`config.mk`:
```
export PLATFORM = sky130hd
export DESIGN_NAME = mux_nx1_pipe
export DESIGN_NICKNAME = d
export VERILOG_FILES = /design/src/rtl/mux_nx1_pipe.sv
export SDC_FILE = /design/constraint.sdc
export NUM_CORES = 1
export LEC_CHECK = 0
export ABC_AREA = 1
export CORE_MARGIN = 2
export CORE_UTILIZATION = 25
export CTS_CLUSTER_DIAMETER = 60
export DETAILED_ROUTE_END_ITERATION = 8
export GPL_ROUTABILITY_DRIVEN = 0
export PLACE_DENSITY = 0.64
export SYNTH_ARGS = -nofsm -noshare
export SYNTH_HDL_FRONTEND = slang
export SYNTH_SLANG_ARGS = --single-unit
export TNS_END_PERCENT = 100
```
`constraint.sdc`:
```
create_clock -name CLK -period 3.1 [get_ports CLK]
set_input_delay 0.62 -clock CLK [delete_from_list [all_inputs] [get_ports CLK]]
set_output_delay 0.62 -clock CLK [all_outputs]
set_load 0.02 [all_outputs]
```
`src/rtl/mux_nx1_pipe.sv`:
```
// mux_nx1_pipe: registered N-to-1 channel multiplexer with direct and
// auto-scan selection.
//
// Ports:
//   CLK        clock; all state updates on its rising edge
//   RESET      synchronous active-high reset
//   IN         packed channels, channel k = IN[k*WIDTH +: WIDTH]
//   SEL        direct-mode channel index
//   SEL_VALID  SEL is meaningful this cycle
//   MODE       0 = direct select, 1 = auto-scan
//   EN         when low, all state holds and OUT_VALID drops
//   OUT        registered selected data (one cycle latency)
//   OUT_VALID  OUT was captured on the previous edge
//   CUR_SEL    index of the channel held in OUT
//   SEL_ERR    the last direct-mode request had SEL >= N_IN
module mux_nx1_pipe #(
  parameter int unsigned WIDTH = 32,
  parameter int unsigned N_IN  = 4,
  parameter int unsigned SW    = $clog2(N_IN)
) (
  input  logic                  CLK,
  input  logic                  RESET,
  input  logic [N_IN*WIDTH-1:0] IN,
  input  logic [SW-1:0]         SEL,
  input  logic                  SEL_VALID,
  input  logic                  MODE,
  input  logic                  EN,
  output logic [WIDTH-1:0]      OUT,
  output logic                  OUT_VALID,
  output logic [SW-1:0]         CUR_SEL,
  output logic                  SEL_ERR
);

  logic [WIDTH-1:0] out_q, out_d;
  logic             out_valid_q, out_valid_d;
  logic [SW-1:0]    cur_sel_q, cur_sel_d;
  logic             sel_err_q, sel_err_d;
  logic [SW-1:0]    cnt_q, cnt_d;

  logic [SW-1:0]    idx;
  logic [WIDTH-1:0] chan;
  logic             sel_in_range;
  logic             cnt_last;

  // One shared channel mux: the scan counter drives it in scan mode,
  // SEL in direct mode.
  assign idx = MODE ? cnt_q : SEL;

  always_comb begin
    chan = '0;
    for (int unsigned k = 0; k < N_IN; k++) begin
      if (idx == SW'(k)) chan = IN[k*WIDTH +: WIDTH];
    end
  end

  assign sel_in_range = (32'(SEL) < N_IN);
  // Wrap at N_IN-1 rather than at 2^SW-1.
  assign cnt_last     = (cnt_q == SW'(N_IN - 1));

  always_comb begin
    out_d       = out_q;
    out_valid_d = 1'b0;
    cur_sel_d   = cur_sel_q;
    sel_err_d   = sel_err_q;
    cnt_d       = cnt_q;

    // Direct mode always parks the counter at 0 (even with EN low) so the
    // next entry into scan mode starts at channel 0.
    if (!MODE) cnt_d = '0;

    if (EN) begin
      if (MODE) begin
        out_d       = chan;
        cur_sel_d   = cnt_q;
        out_valid_d = 1'b1;
        sel_err_d   = 1'b0;
        cnt_d       = cnt_last ? '0 : cnt_q + 1'b1;
      end else if (SEL_VALID) begin
        if (sel_in_range) begin
          out_d       = chan;
          cur_sel_d   = SEL;
          out_valid_d = 1'b1;
          sel_err_d   = 1'b0;
        end else begin
          sel_err_d   = 1'b1;
        end
      end
    end
  end

  always_ff @(posedge CLK) begin
    if (RESET) begin
      out_q       <= '0;
      out_valid_q <= 1'b0;
      cur_sel_q   <= '0;
      sel_err_q   <= 1'b0;
      cnt_q       <= '0;
    end else begin
      out_q       <= out_d;
      out_valid_q <= out_valid_d;
      cur_sel_q   <= cur_sel_d;
      sel_err_q   <= sel_err_d;
      cnt_q       <= cnt_d;
    end
  end

  assign OUT       = out_q;
  assign OUT_VALID = out_valid_q;
  assign CUR_SEL   = cur_sel_q;
  assign SEL_ERR   = sel_err_q;

endmodule

```
==> metrics, run 1 <==
status completed; NumNets Final 679; startpoint types input port; clk_lat worst skew 0.28 ns; Iter 0 DRT Violations 54; R2R cell count 8; cell area after synthesis 0.00230 mm2; sequential share of the synthesized area 32.2%; count leader, synth nand2_1; max-capacitance violation count 0; overall power 1.40 mW; die area 0.00998 mm2; Setup Fix Bufs, Post-CTS 0; Ys Warns 0; total wire length 8.45 mm; Place WS 0.419 ns; top cells by area, synth dfxtp_1 32%, nand2_1 24%, nor2_1 9.5%; remaining routing DRC violations 0; initial antenna violation count 0; RR Endpoint OUT[23]$_SDFFE_PP0P_; Layout Cells excl Fill 652; Pint 0.976 mW; Clock Skew 0.00261 ns; share of the synthesized area in the top cell type 32.2%; Worst Setup SP MODE; RSZ-0062 raised after global routing no; Worst Path Class, Setup input port to flop; Power Density 338 mW/mm2; Yosys top cell by area dfxtp_1; Placed Cells 645; largest net degree at the start of global routing 38; CP endpoint kind flop; initial core utilization 26.1%; Rel. slew slack 64.4%; Clock Sink Count 37; IO Count 171; Max Slew Vio Count 0; combinational power share 37.6%; Worst-path clk slew 0.07 ns; GRT Util Overall 16.4%; grt ovf 0; Ant. Diodes 0; Main synth FF type dfxtp_1; Worst R2R Start cnt_q[0]$_SDFF_PP0_; placed cell area 0.00405 mm2; P&R area growth vs syn 79.7%; WL per Instance 13.0 um; Reg power frac 38.2%; vias 2897; Clock Path Buffers 2; post-CTS sizing 0; CTS tree built; H-tree levels 2; Detail Route Antenna Nets 0; Die Y 99.9 um; IO Port Bufs 169; Setup WS post-layout 0.743 ns; switching power 0.420 mW; Design Area, Final 0.00413 mm2; number of CTS-inserted buffers 5; Clock Power Share 24.3%; Die Width 99.9 um; min cycle time layout 2.36 ns; cells after synthesis 382; core area 0.00881 mm2; Hold WS 0.476 ns; first-pass GRT wire length 13.1 mm; number of global-route vias before repair 2797; setup slack, reg-to-reg 1.53 ns; fmax 0.424 GHz; Leak 1.74 nW; #FFs+latches synth 37; Data required, critical path 3.28 ns; layout cells sized above 1 4.78%; Avg Synthesized Cell Area 6.02 um2; top cells by count, synth 146 x nand2_1, 58 x nor2_1, 37 x dfxtp_1; worst IR drop on VDD 0.000149 V; Slew @ Worst Pin 0.533 ns; Post-CTS Hold Buffers 0; Final Core Density 46.9%; 1st-pass router iterations 6; Critical Path Sink OUT[3]$_SDFFE_PP0P_; vias per cell 4.44; CP max FO 37; final setup vio count 0; final worst-path cycle share 76.0%; min-delay worst type flop to flop; root buf cell clkbuf_8; Async S/R FF share, synth 0%; final hold vios 0; final setup TNS 0 ns; DP HPWL 6.63 mm; row count 34; WP data arrival 2.53 ns; Mapped Nets 517; layout filler cell count 910; Switching Share 30.1%; Synth cell types 23; number of flops mapped to enable cells by yosys 0
-- layout by cell type, fill, tap and decap left out, types with 2 or more instances in the layout --
cell / instances
clkdlybuf4s50_1: 169
nand2_1: 146
nor2_1: 58
dfxtp_1: 37
nand3_1: 36
o21ai_0: 33
inv_1: 17
a21oi_1: 12
clkbuf_8: 6
buf_4: 6
nand4_1: 4
inv_2: 3
nand2_2: 3
nand2_4: 2
nor2_4: 2
a211oi_1: 2
-- kinds of logic after synthesis --
kind of cell    synth area share, %
simple gates                   46.2
compound gates                 11.9
buf+inv                        9.58
flops                          32.2
other cells                   0.163
-- power by group through the flow --
stage	registers (mW)	logic, mW	clock network [mW]
2_1_floorplan	0.587	0.196	0
3_3_place_gp	0.543	0.524	0
3_5_place_dp	0.543	0.529	0
4_1_cts	0.533	0.531	0.353
5_1_grt	0.538	0.573	0.375
6_report	0.533	0.525	0.339
-- worst max-delay path, cell delays in order --
cell and delay, ns:
clkdlybuf4s50_1 0.68, o21ai_2 0.19, inv_2 0.44, buf_4 0.36
nand2_1 0.08, nor2_1 0.11, nor2_1 0.05
-- state kept, by name (all words and copies together), names as in the netlist --
register   cells
OUT_VALID      1
CUR_SEL        2
cnt_q          2
OUT           32
-- per-layer routing --
| layer | up-vias | track usage, % | share of wire [%] |
|---|---|---|---|
| met4 | 0 | 4.00 | 1.3 |
| li1 | 1529 | - | - |
| met1 | 1270 | 19.9 | 43 |
| met3 | 11 | 4.39 | 6.5 |
| met5 | - | 0 | 0 |
| met2 | 87 | 28.9 | 50 |
-- worst min path at each step --
stage,startpoint,end,slack [ns],depth (start not counted)
2_1_floorplan,cnt_q[1]$_SDFF_PP0_,cnt_q[1]$_SDFF_PP0_,0.46,2
3_3_place_gp,OUT[9]$_SDFFE_PP0P_,OUT[9]$_SDFFE_PP0P_,0.46,2
3_5_place_dp,OUT[12]$_SDFFE_PP0P_,OUT[12]$_SDFFE_PP0P_,0.47,2
4_1_cts,OUT[12]$_SDFFE_PP0P_,OUT[12]$_SDFFE_PP0P_,0.48,2
5_1_grt,OUT[12]$_SDFFE_PP0P_,OUT[12]$_SDFFE_PP0P_,0.50,2
6_report,OUT[5]$_SDFFE_PP0P_,OUT[5]$_SDFFE_PP0P_,0.48,2
-- final cells by class --
type	instances	area (um2)	share of cell area, %
timing repair buffer	176	1760	42.5
inverter	20	75.1	1.82
sequential	37	741	17.9
clock buffer	7	86.3	2.09
tap	108	135	3.27
multi-input combinational	304	1340	32.4
Power figures use the tool's default switching activity.
==> run 2, diff against run 1 <==
--- a/config.mk
+++ b/config.mk
@@ -11,7 +11,7 @@
 export CTS_CLUSTER_DIAMETER = 60
 export DETAILED_ROUTE_END_ITERATION = 8
 export GPL_ROUTABILITY_DRIVEN = 0
-export PLACE_DENSITY = 0.64
+export PLACE_DENSITY = 0.66
 export SYNTH_ARGS = -nofsm -noshare
 export SYNTH_HDL_FRONTEND = slang
 export SYNTH_SLANG_ARGS = --single-unit
==> constraint.sdc (replaced) <==
create_clock -name CLK -period 1.95 [get_ports CLK]
set_input_delay 0.39 -clock CLK [delete_from_list [all_inputs] [get_ports CLK]]
set_output_delay 0.39 -clock CLK [all_outputs]
set_load 0.02 [all_outputs]
==> metrics, run 2 (synthesis gave the netlist of run 1 again) <==
Data required, critical path 2.16 ns (-1.12 ns); number of global-route vias before repair 3036 (+8.5%); DP HPWL 7.20 mm (+8.6%); Die Width 99.9 um (unchanged); IO Count 171 (unchanged); Clock Skew 0.00760 ns (+0.00498 ns); remaining routing DRC violations 0 (unchanged); Pint 1.55 mW (+59%); vias per cell 4.57 (+2.9%); Worst Path Class, Setup input port to flop; fmax 0.568 GHz; Reg power frac 38.0% (-0.2 points); Iter 0 DRT Violations 71 (+31%); overall power 2.23 mW (+59%); CP Depth 9 (+2); final hold vios 0 (unchanged); NumNets Final 692 (+1.9%); switching power 0.679 mW (+61%); commonest non-fill, non-tap cells in the layout 168 x clkdlybuf4s50_1, 146 x nand2_1, 58 x nor2_1, 37 x dfxtp_1, 36 x nand3_1; Ant. Diodes 0 (unchanged); core area 0.00881 mm2 (unchanged); Worst-path clk slew 0.07 ns (about the same); Die Y 99.9 um (unchanged); min-delay worst type flop to flop; crit path max-delay cell type nor2_4; Max Slew Vio Count 0 (unchanged); max-capacitance violation count 0 (unchanged); Clock Power Share 22.0% (-2.3 points); Setup WS post-layout 0.190 ns (-0.553 ns); final worst-path cycle share 90.3%; Worst Hold Path Cells 2 (unchanged); Hold WS 0.471 ns (-0.00471 ns); worst IR drop on VDD 0.000259 V (+74%); CP max FO 27 (-27%); most common cell after layout, fill and taps aside clkdlybuf4s50_1; cells along the critical path clkdlybuf4s50_1 -> inv_1 -> nand2_1 -> nand2_2 -> nor2_4 -> nand2_1 -> nand3_1 -> nor2_1 -> nor2_1; Worst Setup SP SEL[1]; Worst R2R Start cnt_q[0]$_SDFF_PP0_; clk_lat worst skew 0.28 ns (about the same); P&R area growth vs syn 86.1%; worst hold start OUT[11]$_SDFFE_PP0P_; placed cell area 0.00421 mm2 (+4.0%); layout cells sized above 1 7.01% (+2.2 points); RSZ-0062 raised after global routing no; Clock Path Buffers 2 (unchanged); initial core utilization 26.1% (unchanged); total wire length 9.04 mm (+7.0%); Buf+Inv Stages, Crit Path 2 (-1); IO Port Bufs 169 (unchanged); first-pass GRT wire length 14.3 mm (+8.9%); worst hold path endpoint OUT[11]$_SDFFE_PP0P_; CTS tree built; Detail Route Antenna Nets 0 (unchanged); R2R cell count 7 (-1); status completed; Leak 1.82 nW (+4.6%); WL per Instance 13.6 um (+5.1%); grt ovf 0 (unchanged); Switching Share 30.5% (+0.38 points); largest net degree at the start of global routing 30 (-21%); Slew @ Worst Pin 0.682 ns (+0.149 ns); WP data arrival 1.97 ns (-0.56 ns); Place WS -0.334 ns (-0.752 ns); Clock Sink Count 37 (unchanged); root buf cell clkbuf_8; number of CTS-inserted buffers 5 (unchanged); CP endpoint kind flop; vias 3035 (+4.8%); crit-path leading delay family simple AND/OR/NAND/NOR gates; row count 34 (unchanged); critical path's largest stage delay 0.54 ns (-0.14 ns); final setup vio count 0 (unchanged); GRT Util Overall 17.9% (+1.4 points); die area 0.00998 mm2 (unchanged); setup slack, reg-to-reg 0.36 ns (-1.17 ns); H-tree levels 2 (unchanged); max reg flops 32 (unchanged); initial antenna violation count 0 (unchanged); Rel. slew slack 54.4% (-10 points); 1st-pass router iterations 6 (unchanged); Design Area, Final 0.00428 mm2 (+3.5%); min cycle time layout 1.76 ns; combinational power share 40.0% (+2.4 points); startpoint types input port; RR Endpoint OUT[7]$_SDFFE_PP0P_; Power Density 521 mW/mm2 (+54%)
[run 2: cell count changes in the layout (fill, tap and decap cells not counted), sizes merged]
| cell | before | now |
|---|---|---|
| buf | 7 | 20 |
| clkbuf | 7 | 5 |
| clkdlybuf4s50 | 169 | 168 |
| clkinv | 0 | 1 |
| dlygate4sd2 | 0 | 1 |
[run 2: cell type report]
| cell class | instances | area [um2] |
|---|---|---|
| inverter | 20 | 75.1 |
| fill | 892 | 4530 |
| clock inverter | 1 | 5.00 |
| clock buffer | 5 | 68.8 |
| timing repair buffer | 189 | 1920 |
| multi-input combinational | 304 | 1340 |
| tap | 108 | 135 |
| sequential | 37 | 741 |
[run 2: what timing repair did]
item,4_1_cts,5_1_grt
resized for setup,1,0
hold buffers,0,0
endpoints found under the hold margin,0,0
buffers inserted,0,0
endpoints found under the setup margin,14,0
[run 2: worst max-delay path by stage]
stage	end	slack (ns)
after CTS	OUT[21]$_SDFFE_PP0P_	0.18
final	OUT[7]$_SDFFE_PP0P_	0.19
after global routing	OUT[23]$_SDFFE_PP0P_	0.03
after floorplan	OUT[21]$_SDFFE_PP0P_	0.58
after detailed placement	OUT[21]$_SDFFE_PP0P_	-0.33
after global placement	OUT[7]$_SDFFE_PP0P_	-0.23
[run 2: routing by layer]
layer	global-route usage [%]	vias to the layer above	wire (um)
met3	5.15	12	667
li1	-	1553	-
met2	33.2	113	4680
met4	4.85	0	169
met5	0	-	0
met1	19.8	1357	3530
[run 2: stage by stage]
stage / instances / utilization, % / setup TNS [ns]
floorplan: 382 / - / 0
global placement: 658 / 47.8 / -6.17
detailed placement: 658 / 47.8 / -8.83
CTS: 664 / 48.6 / 0
global route: 664 / 48.6 / 0
finish: 664 / 48.6 / 0
[run 2: power groups by stage]
stage	Clock (mW)	Combinational (mW)	Sequential [mW]
after floorplan	0	0.311	0.934
after global placement	0	0.884	0.861
after detailed placement	0	0.894	0.863
after CTS	0.513	0.897	0.847
after global routing	0.552	0.972	0.855
final	0.490	0.891	0.847
[run 2: tightest hold or removal path, cell delays in order, from the launching register on]
cell and delay [ns]:
dfxtp_1 0.31, nand2_1 0.06, a21oi_1 0.06
==> run 3, diff against run 2 <==
--- a/config.mk
+++ b/config.mk
@@ -9,9 +9,10 @@
 export CORE_MARGIN = 2
 export CORE_UTILIZATION = 25
 export CTS_CLUSTER_DIAMETER = 60
+export CTS_CLUSTER_SIZE = 8
 export DETAILED_ROUTE_END_ITERATION = 8
 export GPL_ROUTABILITY_DRIVEN = 0
-export PLACE_DENSITY = 0.66
+export PLACE_DENSITY = 0.64
 export SYNTH_ARGS = -nofsm -noshare
 export SYNTH_HDL_FRONTEND = slang
 export SYNTH_SLANG_ARGS = --single-unit
==> constraint.sdc (replaced) <==
create_clock -name CLK -period 2.1 [get_ports CLK]
set_input_delay 0.42 -clock CLK [delete_from_list [all_inputs] [get_ports CLK]]
set_output_delay 0.42 -clock CLK [all_outputs]
set_load 0.02 [all_outputs]
==> metrics, run 3 (synthesis gave the netlist of run 1 again) <==
status completed; first-pass GRT wire length 14.1 mm (-1.2%); number of global-route vias before repair 3071 (+1.2%); GRT Util Overall 17.7% (-0.12 points); Ant. Diodes 0 (unchanged); RR Endpoint OUT[23]$_SDFFE_PP0P_; Design Area, Final 0.00432 mm2 (+0.94%); Die Width 99.9 um (unchanged); min cycle time layout 1.79 ns; RSZ-0062 raised after global routing no; final setup vio count 0 (unchanged); vias per cell 4.50 (-1.5%); Worst Hold Path Cells 2 (unchanged); max-capacitance violation count 0 (unchanged); H-tree levels 2 (unchanged); Max Slew Vio Count 0 (unchanged); NumNets Final 691 (-0.14%); worst IR drop on VDD 0.000248 V (-4.3%); WP data arrival 2.00 ns (+0.03 ns); P&R area growth vs syn 87.9%; Setup Fix Bufs, Post-CTS 0 (unchanged); Final Core Density 49.0% (+0.45 points); die area 0.00998 mm2 (unchanged); largest net degree at the start of global routing 31 (+3.3%); Worst-path clk slew 0.07 ns (about the same); vias 2994 (-1.4%); Die Y 99.9 um (unchanged); Post-CTS Hold Buffers 0 (unchanged); placed cell area 0.00424 mm2 (+0.71%); max reg flops 32 (unchanged); Critical Path Sink OUT[11]$_SDFFE_PP0P_; Iter 0 DRT Violations 59 (-17%); grt ovf 0 (unchanged); clk_lat worst skew 0.28 ns (about the same); IO Count 171 (unchanged); R2R cell count 9 (+2); remaining routing DRC violations 0 (unchanged); layout cells sized above 1 7.00% (-0.013 points); Data required, critical path 2.32 ns (+0.16 ns); most common cell after layout, fill and taps aside clkdlybuf4s50_1; 1st-pass router iterations 4 (-2); WL per Instance 13.5 um (-0.86%); commonest non-fill, non-tap cells in the layout 169 x clkdlybuf4s50_1, 146 x nand2_1, 58 x nor2_1, 37 x dfxtp_1, 36 x nand3_1; Clock Skew 0.00358 ns (-0.00402 ns); Place WS 0.0145 ns (+0.348 ns); core area 0.00881 mm2 (unchanged); initial antenna violation count 0 (unchanged); Detail Route Antenna Nets 0 (unchanged); setup slack, reg-to-reg 0.73 ns (+0.37 ns); final setup TNS 0 ns (unchanged); Setup WS post-layout 0.314 ns (+0.124 ns); overall power 2.11 mW (-5.1%); min-delay worst type flop to flop; CP endpoint kind flop; Worst Setup SP MODE; Worst R2R Start cnt_q[0]$_SDFF_PP0_; Clock Sink Count 37 (unchanged); post-CTS sizing 0 (-1); startpoint types input port; final worst-path cycle share 85.1%; initial core utilization 26.1% (unchanged); number of CTS-inserted buffers 5 (unchanged); root buf cell clkbuf_8; final hold vios 0 (unchanged); CTS tree built; row count 34 (unchanged); IO Port Bufs 169 (unchanged); Clock Path Buffers 2 (unchanged); Leak 1.83 nW (+0.55%); CP max FO 17 (-37%); fmax 0.560 GHz; Worst Path Class, Setup input port to flop; Power Density 490 mW/mm2 (-6.0%); total wire length 8.98 mm (-0.71%); DP HPWL 7.09 mm (-1.6%)
run 3: cell count changes in the layout (fill, tap and decap cells not counted), sizes merged:
cell / before / now
clkinv: 1 / 2
clkdlybuf4s50: 168 / 169
buf: 20 / 19
dlygate4sd2: 1 / 0
clkbuf: 5 / 6
run 3: critical path: stages:
cell,delay (ns)
clkdlybuf4s50_1,0.60
inv_2,0.10
nand2_2,0.09
nand2_4,0.10
nor2_4,0.19
buf_12,0.17
nand2_1,0.06
nand4_1,0.09
nand2_1,0.06
a21oi_1,0.12
run 3: how the worst min path moves through the flow:
stage | slack (ns) | to | start
detailed placement | 0.46 | OUT[12]$_SDFFE_PP0P_ | OUT[12]$_SDFFE_PP0P_
global route | 0.50 | OUT[11]$_SDFFE_PP0P_ | OUT[11]$_SDFFE_PP0P_
finish | 0.47 | OUT[12]$_SDFFE_PP0P_ | OUT[12]$_SDFFE_PP0P_
CTS | 0.47 | OUT[5]$_SDFFE_PP0P_ | OUT[5]$_SDFFE_PP0P_
global placement | 0.45 | OUT[11]$_SDFFE_PP0P_ | OUT[11]$_SDFFE_PP0P_
floorplan | 0.46 | cnt_q[1]$_SDFF_PP0_ | cnt_q[1]$_SDFF_PP0_
run 3: cell type report:
class / instances / area, um2
fillers: 929 / 4490
inverters: 20 / 75.1
clock inverters: 2 / 10.0
flip-flops and latches: 37 / 741
multi-input cells: 304 / 1340
clock buffers: 6 / 72.6
well taps: 108 / 135
repair buffers: 188 / 1950
run 3: through the flow:
stage,hold WS [ns],std cells
floorplan,0.465,382
global placement,0.453,657
detailed placement,0.462,657
CTS,0.474,665
global route,0.499,665
finish,0.470,665
run 3: per-layer routing:
metal	share of wire [%]	wire length (um)	track usage, %	vias to the layer above
met3	6.0	539	4.67	8
li1	-	-	-	1556
met2	52	4650	33.6	87
met5	0	0	0	-
met1	41	3700	19.9	1343
met4	1.0	91	3.79	0
run 3: report_power, final:
| part | internal, mW | leakage, nW | switching, mW |
|---|---|---|---|
| combinational | 0.472 | 1.48 | 0.368 |
| sequential | 0.758 | 0.306 | 0.0278 |
| clock | 0.230 | 0.0450 | 0.257 |
